$ cat src/rtl/muldiv_pkg.sv
// rtl/muldiv_pkg.sv - shared op-codes, FSM states and decoder constants for muldiv_unit
package muldiv_pkg;

  typedef enum logic [2:0] {
    OP_MUL    = 3'b000,
    OP_MULH   = 3'b001,
    OP_MULHSU = 3'b010,
    OP_MULHU  = 3'b011,
    OP_DIV    = 3'b100,
    OP_DIVU   = 3'b101,
    OP_REM    = 3'b110,
    OP_REMU   = 3'b111
  } muldiv_op_e;

  typedef enum logic [1:0] {
    S_IDLE = 2'd0,
    S_CALC = 2'd1,
    S_DONE = 2'd2
  } muldiv_state_e;

  // Decoder-side match values for the RV32M instruction group.
  localparam logic [6:0] OPCODE_OP     = 7'b0110011;
  localparam logic [6:0] FUNCT7_MULDIV = 7'b0000001;

endpackage

$ cat src/rtl/muldiv_unit.sv
// rtl/muldiv_unit.sv - iterative radix-2 RV32M multiply/divide unit
module muldiv_unit
  import muldiv_pkg::*;
#(
  parameter int XLEN = 32
) (
  input  logic            clk,
  input  logic            reset,
  input  logic            start,
  input  logic            kill,
  input  logic [2:0]      funct3,
  input  logic [XLEN-1:0] a,
  input  logic [XLEN-1:0] b,
  output logic            busy,
  output logic            done,
  output logic [XLEN-1:0] result
);

  localparam int CNT_W = $clog2(XLEN) + 1;

  muldiv_state_e   state_q, state_d;
  muldiv_op_e      op_q;
  logic            neg_q, rem_neg_q;
  logic [XLEN-1:0] opnd_q;
  logic [2*XLEN-1:0] acc_q, acc_d;
  logic [CNT_W-1:0] cnt_q;
  logic [XLEN-1:0] result_q;

  muldiv_op_e      op_in;
  logic            a_signed, b_signed, a_neg, b_neg;
  logic [XLEN-1:0] a_mag, b_mag;
  logic            div_zero, div_ovf, special;
  logic [XLEN-1:0] special_res;
  logic            capture, step, last_step;

  logic [XLEN:0]     mul_sum;
  logic [XLEN:0]     div_shift, div_diff;
  logic [2*XLEN-1:0] prod;
  logic [XLEN-1:0]   quo, rem, fin_res;

  // Operand decode: sign selection, magnitudes and the two short-circuit cases.
  always_comb begin
    op_in    = muldiv_op_e'(funct3);
    a_signed = 1'b0;
    b_signed = 1'b0;
    case (op_in)
      OP_MUL, OP_MULH, OP_DIV, OP_REM: begin
        a_signed = 1'b1;
        b_signed = 1'b1;
      end
      OP_MULHSU: a_signed = 1'b1;
      default: ;
    endcase
    a_neg    = a_signed & a[XLEN-1];
    b_neg    = b_signed & b[XLEN-1];
    a_mag    = a_neg ? -a : a;
    b_mag    = b_neg ? -b : b;
    div_zero = funct3[2] && (b == '0);
    div_ovf  = ((op_in == OP_DIV) || (op_in == OP_REM)) &&
               (a == {1'b1, {(XLEN-1){1'b0}}}) && (b == '1);
    special  = div_zero | div_ovf;
    if (div_zero) special_res = funct3[1] ? a : '1;
    else          special_res = funct3[1] ? '0 : a;
  end

  assign capture   = (state_q == S_IDLE) && start && !kill;
  assign step      = (state_q == S_CALC) && !kill;
  assign last_step = (cnt_q == CNT_W'(1));

  // One radix-2 step: shift-add for multiply, restoring shift-subtract for divide.
  always_comb begin
    mul_sum   = {1'b0, acc_q[2*XLEN-1:XLEN]} + (acc_q[0] ? {1'b0, opnd_q} : '0);
    div_shift = acc_q[2*XLEN-1:XLEN-1];
    div_diff  = div_shift - {1'b0, opnd_q};
    if (op_q[2]) begin
      if (!div_diff[XLEN]) acc_d = {div_diff[XLEN-1:0], acc_q[XLEN-2:0], 1'b1};
      else                 acc_d = {acc_q[2*XLEN-2:0], 1'b0};
    end else begin
      acc_d = {mul_sum, acc_q[XLEN-1:1]};
    end
    prod = neg_q ? -acc_d : acc_d;
    quo  = acc_d[XLEN-1:0];
    rem  = acc_d[2*XLEN-1:XLEN];
    case (op_q)
      OP_MUL:                      fin_res = prod[XLEN-1:0];
      OP_MULH, OP_MULHSU, OP_MULHU: fin_res = prod[2*XLEN-1:XLEN];
      OP_DIV, OP_DIVU:             fin_res = neg_q ? -quo : quo;
      default:                     fin_res = rem_neg_q ? -rem : rem;
    endcase
  end

  always_comb begin
    state_d = state_q;
    case (state_q)
      S_IDLE: if (capture) state_d = special ? S_DONE : S_CALC;
      S_CALC: begin
        if (kill)           state_d = S_IDLE;
        else if (last_step) state_d = S_DONE;
      end
      S_DONE:  state_d = S_IDLE;
      default: state_d = S_IDLE;
    endcase
  end

  always_ff @(posedge clk or negedge reset) begin
    if (!reset) state_q <= S_IDLE;
    else        state_q <= state_d;
  end

  // Multiply: acc = {partial, multiplier}. Divide: acc = {remainder, quotient/dividend}.
  always_ff @(posedge clk or negedge reset) begin
    if (!reset) begin
      op_q      <= OP_MUL;
      neg_q     <= 1'b0;
      rem_neg_q <= 1'b0;
      opnd_q    <= '0;
      acc_q     <= '0;
      cnt_q     <= '0;
      result_q  <= '0;
    end else if (capture) begin
      op_q      <= op_in;
      neg_q     <= a_neg ^ b_neg;
      rem_neg_q <= a_neg;
      opnd_q    <= funct3[2] ? b_mag : a_mag;
      acc_q     <= {{XLEN{1'b0}}, (funct3[2] ? a_mag : b_mag)};
      cnt_q     <= special ? '0 : CNT_W'(XLEN);
      if (special) result_q <= special_res;
    end else if (step) begin
      acc_q <= acc_d;
      cnt_q <= cnt_q - CNT_W'(1);
      if (last_step) result_q <= fin_res;
    end
  end

  assign busy   = (state_q != S_IDLE);
  assign done   = (state_q == S_DONE);
  assign result = result_q;

endmodule

$ cat config.mk
export PLATFORM = sky130hd
export DESIGN_NAME = muldiv_unit
export DESIGN_NICKNAME = d
export VERILOG_FILES = /design/src/rtl/muldiv_pkg.sv /design/src/rtl/muldiv_unit.sv
export SDC_FILE = /design/constraint.sdc
export NUM_CORES = 1
export LEC_CHECK = 0
export CAP_MARGIN = 5
export CORE_MARGIN = 2
export CORE_UTILIZATION = 60
export CTS_BUF_LIST = sky130_fd_sc_hd__clkbuf_16
export DETAILED_ROUTE_END_ITERATION = 6
export PLACE_DENSITY = 0.88
export SLEW_MARGIN = 20
export SYNTH_ARGS = -nofsm -noshare
export SYNTH_HDL_FRONTEND = slang
export SYNTH_SLANG_ARGS = --single-unit
$ cat constraint.sdc
create_clock -name clk -period 8.4 [get_ports clk]
set_input_delay 1.68 -clock clk [delete_from_list [all_inputs] [get_ports clk]]
set_output_delay 1.68 -clock clk [all_outputs]
set_load 0.01 [all_outputs]
==> summary.txt <==
Timing
  • Number of pins exceeding their max-slew limit in the final report: 0
  • Least-Margin Pin Slew: 1.21 ns
  • Final setup violating endpoints: 0
  • Minimum clock period after layout: 7.57 ns
  • Setup TNS: 0 ns
  • Relative slew margins: 0.194
  • Max Clock Skew: 0.0172 ns
  • Final worst-path setup slack: 0.833 ns
  • Highest clock rate: 132 MHz
  • Hold Vio Cnt, Final: 0
  • Final critical-path share of the clock period: 0.901
  • RSZ-0062 raised after global routing: false

Global route
  • Met2 capacity usage during global routing: 0.714
  • Global-route wire length before repair: 96700 um
  • Antenna violations before repair: 1
  • Most utilized layer in the global route result: met2
  • Pin count of the biggest net entering global routing: 96
  • Met3 Track Usage GR: 0.0858
  • Final global-route overflow total: 0
  • Via count of the first global-routing pass: 16600
  • Total routing resource utilization after global routing: 0.442
  • GRT met1 Usage: 0.554

Die
  • Initial core utilization: 0.605
  • Number of rows created at floorplan: 60
  • Area of the placeable core: 26700 um^2
  • Die X-Extent: 168 um
  • Die height: 168 um
  • I/O pin cnt: 105
  • Die ar.: 28300 um^2

Route
  • Number of vias per cell: 6.98
  • Number of routed nets with antenna violations: 0
  • Routed wire length: 63600 um
  • Residual DRC count: 4
  • Drt initial violations: 2429
  • Count of vias placed by the detailed router: 18100
  • Number of optimization iterations in the first detailed-route pass: 7
  • Routed wire per std cell: 24.5 um

Clocking
  • Reg clk slew, reported paths: 0.07 ns
  • Clock buffers created by TritonCTS: 17
  • # H-tree levels: 4
  • Clock tree buffer depth: 2
  • CTS hold repair buffers: 0
  • Post-CTS setup buffer count: 0
  • Insertion delay of the later-clocked pin in the worst-skew pair: 0.44 ns
  • Library cell used as clock root buffer: clkbuf_16
  • Clock sink count: 141
  • TritonCTS clock tree: done
  • Number of gates resized after CTS: 0

Power
  • Leakage power: 0.00712 uW
  • Overall power of the completed layout: 7800 uW
  • Power density normalized to cell area: 436 nW/um^2
  • Max IR drop VDD: 0.225 mV

Finish
  • Final core occ: 0.669
  • Final-stage net count: 2386
  • Finished layout cell area: 17900 um^2
  • Area taken by flip-flops and latches: 3530 um^2
  • Diode insertion count for antenna repair: 0
  • Multi-input combinational cell area: 11800 um^2
  • Filler cell count in the final layout: 2364
  • Syn-to-layout area delta: 10.4%
  • Proportion of layout cells with a drive suffix above 1: 0.0448

Critical path
  • Instance count on the critical path: 24
  • Worst Reg2Reg Path Length in Cells: 24
  • Path type of the worst setup path: reg -> reg
  • CP cell instances: inv_1 > ha_1 > inv_1 > fa_1 > a211oi_2 > o21ai_2 > o2111ai_2 > a31oi_2 > nor3_1 > buf_4 > nor2_1 > a21oi_1 > ha_1 > nand2_1 > or3_1 > or4_1 > nand3b_1 > or2_1 > nor3_1 > nand4_1 > o41ai_1 > xor2_1 > o221ai_1 > a221o_1
  • Max FO, Critical Path: 9
  • Launching element type of the critical path: register
  • Largest stage delay, worst path: 0.78 ns
  • Slowest cell on the critical path: nor3_1
  • Required time reported for the critical path endpoint: 8.71 ns
  • Crit end category: register
  • Crit path DAT: 7.88 ns
  • Cell family contributing the most delay on the critical path: simple AND/OR/NAND/NOR gates
  • Combined buffer and inverter count along the critical path: 3

Placement
  • Count of buffers inserted at the top-level ports: 104
  • Instance area after placement: 17300 um^2
  • Routability Congestion: 1.02
  • Worst setup slack after placement: 1.18 ns
  • Hpwl dp: 49000 um

Run
  • Max-capacitance violation count: 0

Logic synthesis
  • Syn Area/Cell: 7.22 um^2
  • Library cells used by synthesis: 90
  • Total nets after synthesis: 2384
  • Warning count from the yosys run: 0
  • Proportion of register bits with asynchronous set or reset after synthesis: 1.00
  • Total standard cell area after synthesis: 16200 um^2
  • Proportion of synthesized chip area in sequential cells: 0.218
  • Number of synthesized register bits: 141
  • Number of cells produced by synthesis: 2240
  • Most instantiated flip-flop cell in the synthesis netlist: dfrtp_1
  • Number of synthesized flops with an enable pin: 0

Status
  • Result of the run: complete, but fails checks
  • Violated checks: DRC

Min path
  • Number of cells traversed by the worst hold path: 2
  • Worst hold path type: reg -> reg
[worst min-delay path: cells and delay by family (launching register included)]
family | cells | cell delay (ns)
compound gates | 1 | 0.06
simple gates | 1 | 0.05
flops | 1 | 0.35
[per-layer routing]
| metal | up-vias | part of all wire |
|---|---|---|
| met1 | 8575 | 0.38 |
| met5 | - | 0 |
| met3 | 211 | 0.098 |
| met4 | 0 | 0.065 |
| met2 | 1095 | 0.45 |
| li1 | 8229 | - |
[per-stage QoR]
| step | hold slack [ns] | cells |
|---|---|---|
| detailed placement | 0.476 | 2564 |
| CTS | 0.492 | 2596 |
| global route | 0.528 | 2596 |
| finish | 0.495 | 2596 |
| global placement | 0.464 | 2564 |
| floorplan | 0.464 | 2240 |
[area by class of cell]
cell class              count  area share
multi-input cells        1885       0.663
flip-flops and latches    141       0.198
repair buffers            132      0.0698
well taps                 341      0.0239
clock buffers              17      0.0238
inverters                  65      0.0137
clock inverters            15     0.00861
[power breakdown]
| group | leakage, uW | internal, uW | switching, uW |
|---|---|---|---|
| sequential | 0.00180 | 950 | 363 |
| clock | 0.000280 | 420 | 363 |
| combinational | 0.00504 | 2040 | 3660 |
| total | 0.00712 | 3410 | 4390 |
[final timing paths]
| kind | startpoint | end | slack, ns |
|---|---|---|---|
| worst max-delay path | acc_q[31]$_DFFE_PN0P_ | result[28]$_DFFE_PN0P_ | 0.83 |
| worst min-delay path | neg_q$_DFFE_PN0P_ | neg_q$_DFFE_PN0P_ | 0.49 |
| worst max register to register | acc_q[31]$_DFFE_PN0P_ | result[28]$_DFFE_PN0P_ | 0.83 |
| worst min register to register | neg_q$_DFFE_PN0P_ | neg_q$_DFFE_PN0P_ | 0.49 |
| max in group asynchronous | reset | op_q[2]$_DFFE_PN0P_ | 5.67 |
| min in group asynchronous | reset | cnt_q[2]$_DFFE_PN0P_ | 1.26 |
[flip-flops by register name (all words and copies together), names as in the netlist]
| signal | cells |
|---|---|
| state_q | 2 |
| acc_q | 64 |
| neg_q | 1 |
| op_q | 3 |
| cnt_q | 6 |
| opnd_q | 32 |
| rem_neg_q | 1 |
| result | 32 |
[synthesized netlist by cell type, drive strengths merged (7+ instances only)]
master	n	share of area
a211oi	26	0.012
a21boi	9	0.0042
a21o	28	0.013
a21oi	210	0.065
a221oi	13	0.0078
a22o	18	0.0097
a31oi	26	0.010
and2	46	0.018
and3	13	0.0050
and4	11	0.0060
buf	33	0.0094
clkbuf	116	0.027
dfrtp	141	0.22
ha	71	0.055
inv	65	0.015
mux2i	45	0.028
nand2	262	0.061
nand2b	17	0.0066
nand3	40	0.012
nand3b	9	0.0042
nand4	34	0.014
nor2	188	0.044
nor2b	19	0.0073
nor3	69	0.021
nor3b	8	0.0037
nor4	17	0.0066
o211ai	52	0.024
o21a	10	0.0046
o21ai	240	0.074
o21bai	13	0.0060
o221ai	7	0.0038
o22ai	8	0.0031
o311ai	8	0.0043
o31ai	38	0.019
o41ai	14	0.0085
or2	13	0.0050
or3	29	0.012
or4	12	0.0056
xnor2	100	0.054
xor2	80	0.043
[layout by cell type, fill, tap and decap left out, types with 17 or more instances in the layout]
master | Yosys | routed
o21ai_0 | 229 | 229
clkbuf_16 | 0 | 17
a211oi_1 | 25 | 25
dfrtp_1 | 141 | 140
nand3_1 | 40 | 40
clkdlybuf4s50_1 | 0 | 102
a21o_1 | 28 | 28
xor2_1 | 80 | 80
nor3_1 | 69 | 69
nand4_1 | 33 | 33
o31ai_1 | 35 | 35
o211ai_1 | 52 | 52
or3_1 | 28 | 28
buf_4 | 2 | 28
mux2i_1 | 45 | 45
a31oi_1 | 25 | 25
a22o_1 | 18 | 18
and2_1 | 46 | 46
xnor2_1 | 100 | 100
inv_1 | 65 | 66
ha_1 | 71 | 71
nand2_1 | 262 | 261
nand2b_1 | 17 | 17
nor2_1 | 188 | 187
a21oi_1 | 210 | 210
nor2b_1 | 19 | 19
[logic make-up (layout without fill, tap and decap cells)]
group,count (synthesis),in the layout,synth area share
xor gates and xnor gates,180,180,0.0974
DFF,141,141,0.218
adders and majority gates,73,73,0.0574
muxes,48,48,0.0299
and+or+nand+nor,800,800,0.238
buffers and inverters,214,229,0.0515
AOI/OAI and AO/OA,784,784,0.307
(Power assumes the default switching activity.)
